$ cat config.mk
export PLATFORM = sky130hd
export DESIGN_NAME = mem_stage
export DESIGN_NICKNAME = d
export VERILOG_FILES = /design/src/rtl/mem_stage.sv
export SDC_FILE = /design/constraint.sdc
export NUM_CORES = 1
export LEC_CHECK = 0
export ABC_CLOCK_PERIOD_IN_PS = 3700
export BUFFER_PORTS_ARGS = -buffer_cell sky130_fd_sc_hd__buf_2
export CAP_MARGIN = 0
export CORE_MARGIN = 10
export CORE_UTILIZATION = 49
export CTS_CLUSTER_DIAMETER = 150
export CTS_CLUSTER_SIZE = 12
export DETAILED_ROUTE_END_ITERATION = 16
export PLACE_DENSITY = 0.85
export SLEW_MARGIN = 20
export SYNTH_ARGS = -nofsm -noshare
export SYNTH_HDL_FRONTEND = slang
export SYNTH_SLANG_ARGS = --single-unit
$ cat constraint.sdc
create_clock -name clk -period 3.7 [get_ports clk]
set_clock_uncertainty 0.15 [all_clocks]
set_input_delay 0.555 -clock clk [delete_from_list [all_inputs] [get_ports clk]]
set_output_delay 0.555 -clock clk [all_outputs]
set_load 0.02 [all_outputs]
$ cat src/rtl/mem_stage.sv
// mem_stage: EX/MEM stage register plus a req/ack data-memory access controller.
// Optional build macro MEM_ALIGN_CHECK_EN: a captured mem op to an odd address
// skips the memory request and completes straight away with mem_err.
module mem_stage #(
  parameter int unsigned DATA_W  = 16,
  parameter int unsigned REG_W   = 3,
  parameter int unsigned TIMEOUT = 255
) (
  input  logic              clk,
  input  logic              rst,
  input  logic              ex_valid,
  input  logic              ex_regWrite,
  input  logic [1:0]        ex_memToReg,
  input  logic [REG_W-1:0]  ex_write_reg,
  input  logic              ex_memRead,
  input  logic              ex_memWrite,
  input  logic [DATA_W-1:0] ex_alu_out,
  input  logic [DATA_W-1:0] ex_write_data,
  input  logic [DATA_W-1:0] ex_pc_plus,
  input  logic [DATA_W-1:0] ex_sign_ext_low_bits,
  input  logic              flush,
  output logic              stall_out,
  output logic              dmem_req,
  output logic              dmem_wr,
  output logic [DATA_W-1:0] dmem_addr,
  output logic [DATA_W-1:0] dmem_wdata,
  input  logic              dmem_ack,
  input  logic [DATA_W-1:0] dmem_rdata,
  output logic              mem_regWrite,
  output logic [1:0]        mem_memToReg,
  output logic [REG_W-1:0]  mem_write_reg,
  output logic [DATA_W-1:0] mem_alu_out,
  output logic [DATA_W-1:0] mem_pc_plus,
  output logic [DATA_W-1:0] mem_sign_ext_low_bits,
  output logic [DATA_W-1:0] mem_read_data,
  output logic              mem_err
);

  localparam logic [1:0] S_IDLE = 2'd0;
  localparam logic [1:0] S_WAIT = 2'd1;
  localparam logic [1:0] S_DONE = 2'd2;

  // Counter only needs to reach TIMEOUT-1; the TIMEOUT-th idle cycle aborts.
  localparam int unsigned CNT_W   = (TIMEOUT < 2) ? 1 : $clog2(TIMEOUT);
  localparam int unsigned TO_LAST = (TIMEOUT == 0) ? 0 : TIMEOUT - 1;

  logic [1:0]        r_state;
  logic [1:0]        w_state_nxt;
  logic [CNT_W-1:0]  r_cnt;
  logic [CNT_W-1:0]  w_cnt_nxt;
  logic              r_err;
  logic              w_err_nxt;
  logic              w_capture;
  logic              w_load_rdata;
  logic              w_cap_valid;
  logic              w_cap_memop;
  logic              w_misalign;
  logic              w_to_hit;

  logic              r_valid;
  logic              r_regWrite;
  logic              r_memRead;
  logic              r_memWrite;
  logic [1:0]        r_memToReg;
  logic [REG_W-1:0]  r_write_reg;
  logic [DATA_W-1:0] r_alu_out;
  logic [DATA_W-1:0] r_write_data;
  logic [DATA_W-1:0] r_pc_plus;
  logic [DATA_W-1:0] r_sign_ext;
  logic [DATA_W-1:0] r_read_data;

  assign w_cap_valid = ex_valid & ~flush;
  assign w_cap_memop = w_cap_valid & (ex_memRead | ex_memWrite);
  assign w_to_hit    = (TIMEOUT != 0) && (r_cnt == CNT_W'(TO_LAST));

`ifdef MEM_ALIGN_CHECK_EN
  assign w_misalign = ex_alu_out[0];
`else
  assign w_misalign = 1'b0;
`endif

  // Next-state, capture enable, timeout counter and error pulse decode.
  always_comb begin
    w_state_nxt  = r_state;
    w_cnt_nxt    = r_cnt;
    w_err_nxt    = 1'b0;
    w_capture    = 1'b0;
    w_load_rdata = 1'b0;
    case (r_state)
      S_IDLE, S_DONE: begin
        w_capture = 1'b1;
        w_cnt_nxt = '0;
        if (w_cap_memop && w_misalign) begin
          w_state_nxt = S_DONE;
          w_err_nxt   = 1'b1;
        end else if (w_cap_memop) begin
          w_state_nxt = S_WAIT;
        end else begin
          w_state_nxt = S_IDLE;
        end
      end
      S_WAIT: begin
        if (dmem_ack) begin
          w_state_nxt  = S_DONE;
          w_cnt_nxt    = '0;
          w_load_rdata = r_memRead & ~r_memWrite;
        end else if (w_to_hit) begin
          w_state_nxt = S_DONE;
          w_cnt_nxt   = '0;
          w_err_nxt   = 1'b1;
        end else begin
          w_cnt_nxt = r_cnt + CNT_W'(1);
        end
      end
      default: begin
        w_state_nxt = S_IDLE;
        w_cnt_nxt   = '0;
      end
    endcase
  end

  // Controller state, timeout counter and error pulse.
  always_ff @(posedge clk or negedge rst) begin
    if (!rst) begin
      r_state <= S_IDLE;
      r_cnt   <= '0;
      r_err   <= 1'b0;
    end else begin
      r_state <= w_state_nxt;
      r_cnt   <= w_cnt_nxt;
      r_err   <= w_err_nxt;
    end
  end

  // EX/MEM stage register; holds while an access is outstanding.
  always_ff @(posedge clk or negedge rst) begin
    if (!rst) begin
      r_valid      <= 1'b0;
      r_regWrite   <= 1'b0;
      r_memRead    <= 1'b0;
      r_memWrite   <= 1'b0;
      r_memToReg   <= '0;
      r_write_reg  <= '0;
      r_alu_out    <= '0;
      r_write_data <= '0;
      r_pc_plus    <= '0;
      r_sign_ext   <= '0;
    end else if (w_capture) begin
      r_valid      <= w_cap_valid;
      r_regWrite   <= w_cap_valid & ex_regWrite;
      r_memRead    <= w_cap_valid & ex_memRead;
      r_memWrite   <= w_cap_valid & ex_memWrite;
      r_memToReg   <= ex_memToReg;
      r_write_reg  <= ex_write_reg;
      r_alu_out    <= ex_alu_out;
      r_write_data <= ex_write_data;
      r_pc_plus    <= ex_pc_plus;
      r_sign_ext   <= ex_sign_ext_low_bits;
    end
  end

  // Load data latch, written only when a load is acknowledged.
  always_ff @(posedge clk or negedge rst) begin
    if (!rst) begin
      r_read_data <= '0;
    end else if (w_load_rdata) begin
      r_read_data <= dmem_rdata;
    end
  end

  assign stall_out             = (r_state == S_WAIT);
  assign dmem_req              = (r_state == S_WAIT);
  assign dmem_wr               = r_memWrite;
  assign dmem_addr             = r_alu_out;
  assign dmem_wdata            = r_write_data;
  assign mem_regWrite          = r_valid & r_regWrite & (r_state != S_WAIT) & ~r_err;
  assign mem_memToReg          = r_memToReg;
  assign mem_write_reg         = r_write_reg;
  assign mem_alu_out           = r_alu_out;
  assign mem_pc_plus           = r_pc_plus;
  assign mem_sign_ext_low_bits = r_sign_ext;
  assign mem_read_data         = r_read_data;
  assign mem_err               = r_err;

endmodule

# Word level (Yosys, flattened, before mapping)
# Index checks and enable logic that the tools add are counted.
# word_totals
reg_bits	100
input_bits	93
# classes
n_mux	13
n_bitwise	13
reduce_logical	2
add_sub_neg	1
eq_ne	5
# op_table
cell	n
$mux W8	3
$and A1 B1 Y1	9
$add A8 B1 Y8 const B	1
$eq A8 B8 Y1 const B	1
$mux W1	7
$mux W2	2
$pmux W2 S2	1
$ne A3 B1 Y1 const B	1
$not A1 Y1	3
$eq A2 B1 Y1 const B	1
$eq A2 B2 Y1 const B	1
$logic_not A2 Y1	1
$ne A2 B1 Y1 const B	1
$reduce_or A2 Y1	1
$or A1 B1 Y1	1

# Logic depth before layout (Yosys ltp)
# Gate-level depths: netlist (run 1).
# logic_depth
ltp_word	5
ltp_mapped	5
ltp_nobuf	5

# Least setup slack after synthesis (run 1)
# No wires, ideal clock.
# synth_timing
path_kind	register -> output
startpoint	register r_state[0]
endpoint	output port mem_regWrite
path_slack_ps	1839
stages_incl_launch_ff	3
n_path_buf	0
required_ps	2995
arrival_time_ps	1156
path_cell_list	dfrtp_1 > and2b_2 > nor3_1
# synth_via
elab_chain_len	3
# synth_lines
item	line_no	rtl
start: declaration	47	logic [1:0] r_state;
start signal: assignment	129	r_state <= w_state_nxt;
$ne A2 B1 Y1	176	assign mem_regWrite = r_valid & r_regWrite & (r_state != S_WAIT) & ~r_err;
$and A1 B1 Y1 (2 in a row)	176	
end: declaration	29	output logic mem_regWrite,
# No other way between the ends.

# Worst setup path in the final report (run 1)
# Same ends and word-level chain as after synthesis.

==> results of run 1 <==
==> cell usage in the layout (no fill, tap or decap) <==
cell	count
mux2_4	10
buf_12	1
o21ai_0	5
nand4b_4	1
or3_1	2
xnor2_1	1
inv_6	2
a41oi_1	1
nor2_1	5
clkinv_4	4
nand4b_1	1
clkbuf_8	9
nor3_1	2
nand3_1	2
nand4_1	2
buf_2	197
dfrtp_1	99
nor3b_1	1
nand2_1	4
a21o_1	1
dfrtp_2	1
xor2_1	1
mux2_2	75
bufinv_16	1
or3b_1	2
ha_1	2
o21a_1	1
buf_4	2
o21bai_1	1
inv_1	1
a21oi_1	5
and2b_2	1
a22o_1	3
==> logic make-up (layout without fill, tap and decap cells) <==
kind of cell	after synthesis	in the layout	share of synthesized area [%]
xor gates and xnor gates	2	2	0.441
muxes	85	85	25.0
adders and majority gates	2	2	0.629
buffers and inverters	27	217	4.60
and+or+nand+nor	23	23	3.65
AOI/OAI and AO/OA	17	17	2.71
DFF	100	100	63.0
==> worst max-delay path, stage by stage (launching register included) <==
cell and delay [ns]:
dfrtp_2 0.68, and2b_2 0.40, nor3_1 0.17, buf_2 0.19
==> final cells by class <==
type	count	area [sq um]	share of cell area [%]
Inverter	1	3.75	0.0729
Tap cell	102	128	2.48
Clock inverter	7	82.6	1.60
Clock buffer	9	124	2.40
Multi-Input combinational cell	129	1290	25.0
Sequential cell	100	2500	48.6
Timing Repair Buffer	200	1020	19.8
==> report_power, final <==
group / internal, mW / switching, mW
Sequential: 1.24 / 0.0930
Clock: 0.322 / 0.380
Combinational: 0.303 / 0.398
Total: 1.86 / 0.871
==> metrics by stage <==
stage | hold slack [ns] | std cells
2_1_floorplan | 0.109 | 256
3_3_place_gp | 0.315 | 532
3_5_place_dp | 0.319 | 532
4_1_cts | 0.0366 | 548
5_1_grt | 0.0546 | 548
6_report | 0.0263 | 548
==> routing by layer <==
layer / vias up / GRT usage [%] / wire length (um)
met2: 152 / 26.6 / 4740
met3: 9 / 10.4 / 1830
met5: - / 0 / 0
met4: 0 / 5.95 / 97
li1: 1253 / - / -
met1: 1306 / 16.7 / 3460
==> how the worst max path moves through the flow <==
stage | from | end | cells past startpoint
global placement | r_state[0]$_DFFE_PN0P_ | mem_read_data[9]$_DFFE_PN0P_ | 3
floorplan | r_state[0]$_DFFE_PN0P_ | mem_regWrite | 2
finish | r_state[0]$_DFFE_PN0P_ | mem_regWrite | 3
global route | r_state[0]$_DFFE_PN0P_ | mem_regWrite | 3
CTS | r_state[0]$_DFFE_PN0P_ | mem_regWrite | 3
detailed placement | r_state[0]$_DFFE_PN0P_ | mem_read_data[8]$_DFFE_PN0P_ | 3
==> results.md, run 1 <==
- Post-synth ARST share: 100%
- CTS tree: built
- Gr usage total: 16.3%
- Seq/Total Area, Yosys: 63.0%
- Worst reg2reg path startpoint: r_state[0]$_DFFE_PN0P_
- Max Buffers Root-to-Sink: 2
- DRT Wirelength: 10.1 mm
- Slew margin rel.: 48.5%
- Ant diodes: 0
- Max VDD drop: 0.300 mV
- Synth cell count leaders: dfrtp_1 (100), mux2_2 (75), buf_4 (17), mux2_4 (10), buf_2 (8)
- Req. time, crit path: 2.99 ns
- Leakage: 2.62 nW
- Height of the die: 110 um
- Number of synthesized register bits: 100
- CP startpoint kind: flip-flop
- Final Cycle Share: 67.7%
- Status: finished clean
- First-pass GRT wire length: 15.4 mm
- Biggest area consumer among synthesized cells: dfrtp_1
- Core area: 7810 sq um
- Htree depth: 3
- Top cell type's share of synthesized area: 63.0%
- Core Util, Final: 66.0%
- Top FF cell, synth: dfrtp_1
- Post-placement cell area: 4950 sq um
- # setup viols final: 0
- Fin crit period: 2.50 ns
- Unrepaired setup endpoints after global routing: no
- Setup Total Neg Slack: 0 ns
- Total Power: 2.74 mW
- FF-to-FF path depth: 3
- Dpl ws: 1.43 ns
- Clock slew at reported path FFs: 0.10 ns
- Post-Synthesis Cells: 256
- P per Cell Area: 531 nW/um^2
- Post-CTS setup buffer count: 0
- Root Buffer: clkbuf_8
- Die Area: 12100 sq um
- Hpwl dp: 8.15 mm
- Critical path class: reg -> out
- Vias per cell: 4.96
- Layout area overhead: 29.6%
- Setup ws final: 1.20 ns
- Count of cell types in the netlist: 28
- Vias in the first global route: 3080
- Clk Latency, worst-skew pair: 0.35 ns
- Critical Path AT: 1.80 ns
- Share of layout cells above drive strength 1: 68.2%
- Ys Warns: 0
- Ranking of synthesized cells by area: dfrtp_1 (63%), mux2_2 (21%), mux2_4 (3.8%)
- CTS resizes: 0
- Initial antenna violation count: 1
- GRT Residual Overflow: 0
- Avg Inst Size Synth: 15.5 sq um
- I/O Pins: 199
- Final hold vios: 0
- Initial core utilization: 50.9%
- Clk sink count: 100
- CTS buffer count: 9
- Fill cells: 618
- Post-synth EDFFs: 0
- DR vias: 2720
- PortBufs: 198
- DRC Markers: 0
- Cts hold-fix bufs: 0
- Worst Max-Slew Pin Slew: 0.773 ns
- Row count: 32
- F_max: 399 MHz
- RePlAce Congestion: 0.758
- Worst setup EP type: output port
- Post-detailed-route count of antenna-violating nets: 0
- Synthesized Nets: 351
- Most common cell in the synthesized netlist: dfrtp_1
- Max-Cap Viols: 0
- Final Cell Area: 5150 sq um
- Iteration-0 DRC Markers: 79
- Total iterations of the first detailed-routing run: 4
- Nets: 536
- Worst reg2reg path endpoint: mem_read_data[8]$_DFFE_PN0P_
- Max Slew Vio Count: 0
- R2r setup slk: 1.45 ns
- Die X: 110 um
- Average routed wire per standard cell: 18.5 um
- Max FO, Critical Path: 36
- Synthesized area: 3980 sq um
- Pin count of the biggest net entering global routing: 58
- HP Class: in -> async
No activity file was read; power rests on OpenSTA's default activity.
==> inputs of run 2 (changes only) <==
- ABC_AREA: default -> 1
- ABC_CLOCK_PERIOD_IN_PS: 3700 -> 2420
- CORE_UTILIZATION: 49 -> 46
- PLACE_DENSITY: 0.85 -> 0.8
- clock period: 3.7 -> 2.42 ns (I/O delays scaled with it)
==> run 2 against run 1 <==
Compared with the run above: count of clock-buffer cells in the layout rose by 1; final area rose by 2.3%; first-iteration DRC count rose to 4.1 times the previous value; largest cell class unchanged; clock power rose by 58%; worst setup slack got worse by 0.83 ns; via count rose by 25%; critical path type unchanged; routed wire length rose by 7.8%; sequential power rose by 54%; synthesized cell count rose by 77%; final cell count rose by 36%; global-route usage fell by 0.25 points.
==> results.md, run 2 <==
- Status: finished clean
- Max Buffers Root-to-Sink: 2 (unchanged)
- Worst Max-Slew Pin Slew: 0.699 ns (-0.0738 ns)
- F_max: 486 MHz
- Max Slew Vio Count: 0 (unchanged)
- Height of the die: 115 um (+4.0%)
- Root Buffer: clkbuf_8
- Number of synthesized register bits: 100 (unchanged)
- Pin count of the biggest net entering global routing: 72 (+24%)
- Post-detailed-route count of antenna-violating nets: 0 (unchanged)
- Core area: 8720 sq um (+12%)
- Switching power total: 1.51 mW (+73%)
- Multi-input gate area: 1280 sq um (-1.1%)
- Gr usage total: 16.1% (-0.25 points)
- # setup viols final: 0 (unchanged)
- Clk sink count: 100 (unchanged)
- DR vias: 3410 (+25%)
- Leakage: 3.05 nW (+16%)
- Ranking of synthesized cells by area: dfrtp_1 (61%), nand2_1 (21%), o21ai_2 (3.4%)
- Clk Latency, worst-skew pair: 0.36 ns (about the same)
- Layout area overhead: 28.2%
- Critical Path AT: 1.55 ns (-0.25 ns)
- Synth cell count leaders: nand2_1 (234), dfrtp_1 (100), inv_1 (24), buf_4 (18), o21ai_2 (16)
- I/O Pins: 199 (unchanged)
- Nets: 726 (+35%)
- Post-synth EDFFs: 0 (unchanged)
- GRT Residual Overflow: 0 (unchanged)
- Hpwl dp: 8.39 mm (+3.0%)
- Htree depth: 3 (unchanged)
- Synthesized area: 4110 sq um (+3.4%)
- Initial core utilization: 47.1% (-3.8 points)
- Sequential share of power: 47.5% (-1.2 points)
- Vias in the first global route: 3426 (+11%)
- Post-placement cell area: 5050 sq um (+2.1%)
- Die Area: 13100 sq um (+8.2%)
- Vias per cell: 4.58 (-7.7%)
- Top cell type's share of synthesized area: 60.9% (-2.1 points)
- Top FF cell, synth: dfrtp_1
- Critical path class: reg -> out
- P per Cell Area: 818 nW/um^2 (+54%)
- Fin crit period: 2.06 ns
- Most frequent cells in the layout: nand2_1 (234), buf_2 (197), dfrtp_1 (99)
- CTS tree: built
- Setup Total Neg Slack: 0 ns (unchanged)
- Ant diodes: 0 (unchanged)
- PortBufs: 198 (unchanged)
- Share of layout cells above drive strength 1: 37.9% (-30 points)
- Unrepaired setup endpoints after global routing: no
- Post-CTS setup buffer count: 0 (unchanged)
- Max FO, Critical Path: 36 (unchanged)
- Max VDD drop: 0.418 mV (+39%)
- CTS resizes: 0 (unchanged)
- Post-Synthesis Cells: 452 (+77%)
- Seq/Total Area, Yosys: 60.9% (-2.1 points)
- Final Cell Area: 5270 sq um (+2.3%)
- Setup ws final: 0.362 ns (-0.834 ns)
- Area share of fa/ha/maj cells after synthesis: 0.609% (-0.021 points)
- Final hold vios: 0 (unchanged)
- Total iterations of the first detailed-routing run: 5 (+1)
- Average routed wire per standard cell: 14.7 um (-21%)
- Sw Share: 35.0% (+3.2 points)
- Biggest area consumer among synthesized cells: dfrtp_1
- Worst setup EP type: output port
- Final Cycle Share: 85.0%
- HP Class: in -> reg
- Ys Warns: 0 (unchanged)
- Combinational power share: 26.8% (+1.2 points)
- DRT Wirelength: 10.9 mm (+7.8%)
- Cts hold-fix bufs: 1 (+1)
- Count of cell types in the netlist: 24 (-14%)
- Die X: 115 um (+4.0%)
- Xor and xnor area share after synthesis: 0.639% (+0.20 points)
- Simple-gate share of the synthesized area: 25.4% (+22 points)
- Reg area: 2500 sq um (unchanged)
- Largest family of logic cells by synthesized area: simple AND/OR/NAND/NOR gates
- Row count: 34 (+6.3%)
- Req. time, crit path: 1.91 ns (-1.08 ns)
- First-pass GRT wire length: 17.1 mm (+11%)
- Int Pwr: 2.80 mW (+50%)
- CTS buffer count: 9 (unchanged)
- Slew margin rel.: 53.4% (+4.9 points)
- Post-synth ARST share: 100% (unchanged)
- Max-Cap Viols: 0 (unchanged)
- Synthesized Nets: 547 (+56%)
- CP startpoint kind: flip-flop
- Avg Inst Size Synth: 9.09 sq um (-41%)
- RePlAce Congestion: 0.765 (+0.90%)
- Mux contribution to synthesized area: 0% (-25 points)
- DRC Markers: 0 (unchanged)
- Clock power share: 25.7% (about the same)
- Initial antenna violation count: 0 (-1)
- Clock slew at reported path FFs: 0.10 ns (about the same)
- Compound-Gate Fraction of Synth Area: 4.45% (+1.7 points)
- Iteration-0 DRC Markers: 320 (+310%)
- Most common cell in the synthesized netlist: nand2_1
- Commonest non-fill, non-tap cell in the layout: nand2_1
- Dpl ws: 0.704 ns (-0.729 ns)
- Fill cells: 776 (+26%)
run 2: per-layer routing:
layer	global-route usage, %	up-vias	part of all wire [%]	routed length [um]
li1	-	1712	-	-
met1	19.1	1544	40	4390
met2	25.6	143	47	5170
met3	6.55	11	11	1220
met4	5.85	0	1.2	127
met5	0	-	0	0
run 2: power groups by stage:
stage	Combinational (mW)	Clock, mW	Sequential, mW
5_1_grt	1.27	1.19	2.08
6_report	1.16	1.11	2.05
3_5_place_dp	1.18	0	2.07
4_1_cts	1.18	1.14	2.05
3_3_place_gp	1.15	0	2.06
2_1_floorplan	0.441	0	2.36
run 2: worst paths after layout:
check                                                start                                    to  slack [ns]  depth (start not counted)
worst min register to register  mem_pc_plus[2]$_DFFE_PN0N_            mem_pc_plus[2]$_DFFE_PN0N_        0.33                          2
worst max register to register      r_state[0]$_DFFE_PN0P_         mem_read_data[11]$_DFFE_PN0P_        0.73                          5
max in group asynchronous                              rst  mem_sign_ext_low_bits[3]$_DFFE_PN0N_        1.16                          3
worst max-delay path                r_state[0]$_DFFE_PN0P_                          mem_regWrite        0.36                          4
min in group asynchronous                              rst              dmem_addr[4]$_DFFE_PN0N_        0.29                          2
worst min-delay path                      ex_write_data[4]             dmem_wdata[4]$_DFFE_PN0N_        0.03                          3
run 2: metrics by stage:
stage | std cells | power (mW) | hold WS, ns | utilization (%)
2_1_floorplan | 452 | 2.80 | -0.0826 | -
3_3_place_gp | 727 | 3.22 | 0.147 | 57.9
3_5_place_dp | 727 | 3.25 | 0.155 | 57.9
4_1_cts | 744 | 4.36 | 0.0158 | 60.4
5_1_grt | 744 | 4.55 | 0.0266 | 60.4
6_report | 744 | 4.31 | 0.0314 | 60.4
run 2: cell families after synthesis:
family                   Yosys count
flip-flops                       100
AND/OR/NAND/NOR                  262
buffers and inverters             61
XOR/XNOR                           3
adder cells (fa/ha/maj)            2
AO/OA/AOI/OAI                     24
run 2: critical path, cell delays in order, from the launching register on:
cell and delay, ns:
dfrtp_2 0.43, inv_4 0.30, nor2_8 0.07, nor4_1 0.17, buf_2 0.22
run 2: layout make-up:
| class | count | share of cell area [%] |
|---|---|---|
| clock buffers | 10 | 2.61 |
| clock inverters | 6 | 1.33 |
| repair buffers | 203 | 19.9 |
| multi-input cells | 291 | 24.2 |
| inverters | 26 | 1.90 |
| well taps | 108 | 2.56 |
| flip-flops and latches | 100 | 47.5 |
